`config.mk`:
```
export PLATFORM = sky130hd
export DESIGN_NAME = alu_writeback
export DESIGN_NICKNAME = d
export VERILOG_FILES = /design/src/rtl/isa_pkg.sv /design/src/rtl/wb_fifo.sv /design/src/rtl/alu_writeback.sv
export SDC_FILE = /design/constraint.sdc
export NUM_CORES = 1
export LEC_CHECK = 0
export CORE_MARGIN = 8
export CORE_UTILIZATION = 58
export DETAILED_ROUTE_END_ITERATION = 12
export GPL_ROUTABILITY_DRIVEN = 0
export PLACE_DENSITY = 0.84
export SLEW_MARGIN = 20
export SYNTH_ARGS = -nofsm -noshare
export SYNTH_HDL_FRONTEND = slang
export SYNTH_SLANG_ARGS = --single-unit
```
`constraint.sdc`:
```
create_clock -name clk -period 6.5 [get_ports clk]
set_input_delay 0.65 -clock clk [delete_from_list [all_inputs] [get_ports clk]]
set_output_delay 0.65 -clock clk [all_outputs]
set_load 0.01 [all_outputs]
```
`src/rtl/isa_pkg.sv`:
```
// Shared ISA definitions for the 16-bit Harvard core: widths, opcodes and
// the writeback FSM state type. The decoder and ALU result mux use it too.
package isa_pkg;

  localparam int DATA_W = 16;
  localparam int ADDR_W = 5;
  localparam int OP_W   = 6;

  localparam logic [OP_W-1:0] OP_MOV0      = 6'b000000;
  localparam logic [OP_W-1:0] OP_ADD       = 6'b000001;
  localparam logic [OP_W-1:0] OP_SUB       = 6'b000010;
  localparam logic [OP_W-1:0] OP_STORE     = 6'b000011;
  localparam logic [OP_W-1:0] OP_AND       = 6'b000100;
  localparam logic [OP_W-1:0] OP_OR        = 6'b000101;
  localparam logic [OP_W-1:0] OP_XOR       = 6'b000110;
  localparam logic [OP_W-1:0] OP_MUL       = 6'b000111;
  localparam logic [OP_W-1:0] OP_NOT       = 6'b001000;
  localparam logic [OP_W-1:0] OP_LSH       = 6'b001001;
  localparam logic [OP_W-1:0] OP_RSH       = 6'b001010;
  localparam logic [OP_W-1:0] OP_LRSH      = 6'b010000;
  localparam logic [OP_W-1:0] OP_MAX_LEGAL = 6'b010000;

  typedef enum logic [1:0] {
    S_IDLE = 2'd0,
    S_LO   = 2'd1,
    S_HI   = 2'd2
  } wb_state_t;

  function automatic logic op_is_illegal(input logic [OP_W-1:0] op);
    return op > OP_MAX_LEGAL;
  endfunction

endpackage

```
`src/rtl/wb_fifo.sv`:
```
// Small synchronous FIFO for the writeback input buffer. Head entry is
// visible combinationally from storage; push on full / pop on empty ignored.
module wb_fifo #(
  parameter int WIDTH = 8,
  parameter int DEPTH = 2
) (
  input  logic                           clk,
  input  logic                           rst_n,
  input  logic                           push,
  input  logic [WIDTH-1:0]               push_data,
  input  logic                           pop,
  output logic [WIDTH-1:0]               head,
  output logic [$clog2(DEPTH+1)-1:0]     count,
  output logic                           full,
  output logic                           empty
);

  localparam int PW = $clog2(DEPTH);
  localparam int CW = $clog2(DEPTH+1);

  logic [WIDTH-1:0] mem [DEPTH];
  logic [PW-1:0]    wr_ptr;
  logic [PW-1:0]    rd_ptr;
  logic             push_eff;
  logic             pop_eff;

  assign full     = (count == CW'(DEPTH));
  assign empty    = (count == '0);
  assign push_eff = push & ~full;
  assign pop_eff  = pop & ~empty;
  assign head     = mem[rd_ptr];

  // DEPTH is a power of two, so pointer wrap is the natural overflow.
  always_ff @(posedge clk or negedge rst_n) begin
    if (!rst_n) begin
      wr_ptr <= '0;
      rd_ptr <= '0;
      count  <= '0;
    end else begin
      if (push_eff) wr_ptr <= wr_ptr + 1'b1;
      if (pop_eff)  rd_ptr <= rd_ptr + 1'b1;
      case ({push_eff, pop_eff})
        2'b10:   count <= count + 1'b1;
        2'b01:   count <= count - 1'b1;
        default: count <= count;
      endcase
    end
  end

  always_ff @(posedge clk) begin
    if (push_eff) mem[wr_ptr] <= push_data;
  end

endmodule

```
`src/rtl/alu_writeback.sv`:
```
// Writeback stage: buffers ALU results and retires them through the single
// register-file write port, splitting MUL results into two writes.
//
// state  | meaning
// S_IDLE | no write on rf_* this cycle
// S_LO   | low-half (MUL) or single write presented on rf_*
// S_HI   | MUL high-half write presented on rf_*
module alu_writeback
  import isa_pkg::*;
#(
  parameter int DATA_W     = isa_pkg::DATA_W,
  parameter int ADDR_W     = isa_pkg::ADDR_W,
  parameter int FIFO_DEPTH = 2
) (
  input  logic                clk,
  input  logic                rst_n,
  input  logic                in_valid,
  output logic                in_ready,
  input  logic [5:0]          in_opcode,
  input  logic [ADDR_W-1:0]   in_rdst1,
  input  logic [ADDR_W-1:0]   in_rdst2,
  input  logic [2*DATA_W-1:0] in_result,
  output logic                rf_we,
  output logic [ADDR_W-1:0]   rf_waddr,
  output logic [DATA_W-1:0]   rf_wdata,
  output logic                retire,
  output logic                illegal_op,
  output logic                busy
);

  localparam int ENTRY_W = 6 + 2*ADDR_W + 2*DATA_W;

  wb_state_t                      state, state_n;
  logic                           cur_mul, cur_mul_n;
  logic [ADDR_W-1:0]              hi_addr, hi_addr_n;
  logic [DATA_W-1:0]              hi_data, hi_data_n;
  logic                           we_n, retire_n, illegal_n;
  logic [ADDR_W-1:0]              waddr_n;
  logic [DATA_W-1:0]              wdata_n;

  logic                           fifo_push;
  logic                           fifo_pop;
  logic [ENTRY_W-1:0]             fifo_head;
  logic [$clog2(FIFO_DEPTH+1)-1:0] fifo_count;
  logic                           fifo_full;
  logic                           fifo_empty;

  logic [5:0]                     h_op;
  logic [ADDR_W-1:0]              h_rdst1;
  logic [ADDR_W-1:0]              h_rdst2;
  logic [2*DATA_W-1:0]            h_res;

  // in_ready and busy derive only from flops, so there is no input-to-output path.
  assign in_ready  = ~fifo_full;
  assign busy      = (state != S_IDLE) | (fifo_count != '0);
  assign fifo_push = in_valid & in_ready;

  wb_fifo #(
    .WIDTH (ENTRY_W),
    .DEPTH (FIFO_DEPTH)
  ) u_fifo (
    .clk       (clk),
    .rst_n     (rst_n),
    .push      (fifo_push),
    .push_data ({in_opcode, in_rdst1, in_rdst2, in_result}),
    .pop       (fifo_pop),
    .head      (fifo_head),
    .count     (fifo_count),
    .full      (fifo_full),
    .empty     (fifo_empty)
  );

  assign h_op    = fifo_head[ENTRY_W-1 -: 6];
  assign h_rdst1 = fifo_head[2*ADDR_W+2*DATA_W-1 -: ADDR_W];
  assign h_rdst2 = fifo_head[ADDR_W+2*DATA_W-1 -: ADDR_W];
  assign h_res   = fifo_head[2*DATA_W-1:0];

  always_comb begin
    state_n   = S_IDLE;
    fifo_pop  = 1'b0;
    we_n      = 1'b0;
    waddr_n   = '0;
    wdata_n   = '0;
    retire_n  = 1'b0;
    illegal_n = 1'b0;
    cur_mul_n = 1'b0;
    hi_addr_n = hi_addr;
    hi_data_n = hi_data;

    if (state == S_LO && cur_mul) begin
      state_n  = S_HI;
      we_n     = 1'b1;
      waddr_n  = hi_addr;
      wdata_n  = hi_data;
      retire_n = 1'b1;
    end else if (!fifo_empty) begin
      fifo_pop = 1'b1;
      if (op_is_illegal(h_op)) begin
        retire_n  = 1'b1;
        illegal_n = 1'b1;
      end else if (h_op == OP_STORE) begin
        retire_n = 1'b1;
      end else begin
        state_n   = S_LO;
        we_n      = 1'b1;
        waddr_n   = h_rdst1;
        wdata_n   = h_res[DATA_W-1:0];
        cur_mul_n = (h_op == OP_MUL);
        retire_n  = (h_op != OP_MUL);
        hi_addr_n = h_rdst2;
        hi_data_n = h_res[2*DATA_W-1:DATA_W];
      end
    end
  end

  always_ff @(posedge clk or negedge rst_n) begin
    if (!rst_n) begin
      state      <= S_IDLE;
      cur_mul    <= 1'b0;
      hi_addr    <= '0;
      hi_data    <= '0;
      rf_we      <= 1'b0;
      rf_waddr   <= '0;
      rf_wdata   <= '0;
      retire     <= 1'b0;
      illegal_op <= 1'b0;
    end else begin
      state      <= state_n;
      cur_mul    <= cur_mul_n;
      hi_addr    <= hi_addr_n;
      hi_data    <= hi_data_n;
      rf_we      <= we_n;
      rf_waddr   <= waddr_n;
      rf_wdata   <= wdata_n;
      retire     <= retire_n;
      illegal_op <= illegal_n;
    end
  end

endmodule

```
==> flow_summary_export.csv <==
group,metric,value,unit
outcome,status,"finished clean",
critical_path,crit_required,6.90,ns
worst_hold_path,hold_class,"in -> async",
synth,yosysTopAreaCell,"edfxtp_1",
clocking,postCtsSetupBuffers,0,
final_layout,fin_nets,442,
timing,clock.fmax,0.313,GHz
floorplanning,dieArea,0.0128,sq mm
critical_path,arrival,3.60,ns
placed_design,placed_area,0.00631,sq mm
final_layout,n_antenna_cell,0,
floorplanning,die_w,113,microns
synth,synth_edf_count,96,
synth,async_reset_ff_share,35.1,%
final_layout,final_cells,514,
critical_path,worst_path_max_delay_cell,"dfrtp_2",
synth,yosysSeqAreaShare,76.8,%
critical_path,path_cells,"buf_4 -> nand3b_1 -> a222oi_1 -> a211o_2 -> inv_2 -> mux2_2",
detailed_routing,avgViaCountPerCell,5.65,
timing,post-route-period-util,49.2,%
final_layout,drive_gt1_share,20.3,%
clocking,cts.sinks,148,
power,pwr-share-comb,25.6,%
detailed_routing,wl_per_cell,21.2,microns
synth,synthFlopType,"edfxtp_1",
critical_path,slowest_delay,0.78,ns
clocking,cts_hold_buf,0,
power,ir_drop,239,uV
synth,synthTopCellsByCount,"96 x edfxtp_1, 52 x dfrtp_1, 23 x mux2_2, 23 x nand2_1",
synth,synthDistinctLibCells,34,
timing,skew,0.00999,ns
clocking,clk_pin_slew_worst_paths,0.06,ns
power,p_leak,2.64,nW
clocking,cts-root-buf,"clkbuf_8",
timing,slew_viol_final,0,
placed_design,port_buffers,76,
placed_design,place_worst_setup_slack,3.34,ns
detailed_routing,antenna_left,0,
global_routing,grt_pass1_vias,3268,
final_layout,utilization,75.0,%
synth,synth_most_common_cell,"edfxtp_1",
detailed_routing,drt_pass1_iterations,5,
critical_path,worstSetupPathType,"reg -> reg",
power,p_sw_share,28.3,%
timing,setup_violations,0,
detailed_routing,drc_errors,0,
synth,syn-cell-area,0.00545,sq mm
timing,hold_ws,0.241,ns
clocking,tritoncts,"built",
global_routing,grt_util_all_layers,18.1,%
timing,tightest_slew,0.955,ns
power,p_per_area,466,mW/mm^2
synth,synth_top_area_share,52.9,%
clocking,cts_max_path_buffers,2,
job,cap_violations,0,
timing,min_period,3.20,ns
detailed_routing,drtIter0Drc,252,
power,p_int,2.30,mW
final_layout,final_cell_area,0.00689,sq mm
clocking,htreeDepth,4,
critical_path,worstSetupEndpointType,"flop",
global_routing,antenna_found_initial,0,
floorplanning,start_util,59.3,%
power,p_sw,0.911,mW
timing,fin_ws,3.30,ns
timing,setup-tns-final,0,ns
floorplanning,num_rows,35,
synth,yosys_warnings,0,
placed_design,place_hpwl,6.29,mm
power,power.share.sequential,45.4,%
synth,synth_area_leaders,"edfxtp_1 53%, dfrtp_1 24%, mux2_4 5.2%",
clocking,clk_latency,0.52,ns
global_routing,grt_max_degree,53,
global_routing,grt_pass1_wl,17.4,mm
clocking,cts_resized,0,
detailed_routing,finalWirelength,10.9,mm
timing,hold_viol,0,
timing,rsz0062_at_grt,"no",
synth,syn_nets,356,
clocking,cts_buffers,17,
critical_path,start_kind,"flop",
synth,synth.avg_cell_area,17.9,sq um
synth,synthCells,304,
synth,ys_seq_elements,148,
global_routing,overflow,0,
placed_design,dp_cells,482,
final_layout,syn_to_final_growth,26.5,%
final_layout,n_fill_cell,555,
critical_path,path_max_fanout,28,
floorplanning,fp.dieH,113,microns
detailed_routing,vias,2905,
timing,slew_headroom,36.3,%
floorplanning,ioPinCount,77,
floorplanning,core_region_area,0.00920,sq mm
power,power.total,3.21,mW
power,clkPwrFrac,29.0,%
-- cells by family after synthesis --
kind of cell             count (synthesis)  share of synthesized area (%)
AND/OR/NAND/NOR                         42                           3.76
adder cells (fa/ha/maj)                  1                          0.229
XOR/XNOR                                 5                          0.803
multiplexers                            63                           13.8
flip-flops                             148                           76.8
buffers and inverters                   16                           1.45
AO/OA/AOI/OAI                           29                           3.17
-- power groups by stage --
stage,Clock (mW),Sequential [mW],Combinational [mW]
final,0.933,1.46,0.822
after global routing,0.985,1.48,0.879
after CTS,0.950,1.46,0.831
after detailed placement,0,1.46,0.814
after global placement,0,1.45,0.784
after floorplan,0,1.43,0.546
-- cell usage in the layout (no fill, tap or decap), types with 2 or more instances in the layout --
cell type	n
edfxtp_1	96
clkdlybuf4s50_1	75
dfrtp_1	51
nand2_1	23
mux2_2	23
mux2i_1	21
o21ai_0	21
mux2_4	19
clkbuf_16	17
xnor2_1	4
inv_6	4
or3_1	3
nor2_1	3
inv_1	3
clkinv_4	3
buf_4	3
or3b_1	2
a21o_1	2
clkbuf_8	2
clkbuf_1	2
-- worst max-delay path, delay by kind of cell (launching register included) --
family,cells,cell delay (ns)
buffers and inverters,2,1.06
muxes,1,0.43
AOI/OAI and AO/OA,2,0.60
and+or+nand+nor,1,0.19
DFF,1,0.78
-- final timing paths --
kind                       depth (start not counted)       startpoint         endpoint  slack (ns)
setup / recovery                                   6    u_fifo.rd_ptr      hi_data[11]        3.30
hold / removal                                     2            rst_n           retire        0.24
setup reg to reg                                   6    u_fifo.rd_ptr      hi_data[11]        3.30
hold reg to reg                                    1  u_fifo.count[1]  u_fifo.count[1]        0.51
max in group asynchronous                          2            rst_n    u_fifo.rd_ptr        5.77
min in group clk                                   1  u_fifo.count[1]  u_fifo.count[1]        0.51
-- cell type report --
type | instances | area [sq um] | area share, %
Tap cell | 111 | 139 | 2.01
Multi-Input combinational cell | 140 | 1200 | 17.4
Inverter | 4 | 15.0 | 0.218
Timing Repair Buffer | 79 | 778 | 11.3
Clock inverter | 11 | 115 | 1.67
Sequential cell | 148 | 4190 | 60.7
Clock buffer | 21 | 460 | 6.68
-- flip-flops by register name, indices dropped and copies added, names as in the netlist --
signal / flops
u_fifo.mem: 96
u_fifo.wr_ptr: 1
state: 2
rf_wdata: 16
u_fifo.rd_ptr: 1
cur_mul: 1
rf_waddr: 5
illegal_op: 1
retire: 1
hi_data: 16
u_fifo.count: 2
rf_we: 1
hi_addr: 5
-- layer usage --
layer / routed length (microns) / GRT usage (%) / part of all wire, %
met5: 0 / 0 / 0
met3: 576 / 6.28 / 5.3
met2: 5970 / 31.8 / 55
met1: 4230 / 20.0 / 39
met4: 123 / 6.48 / 1.1
No activity file was read; power rests on OpenSTA's default activity.
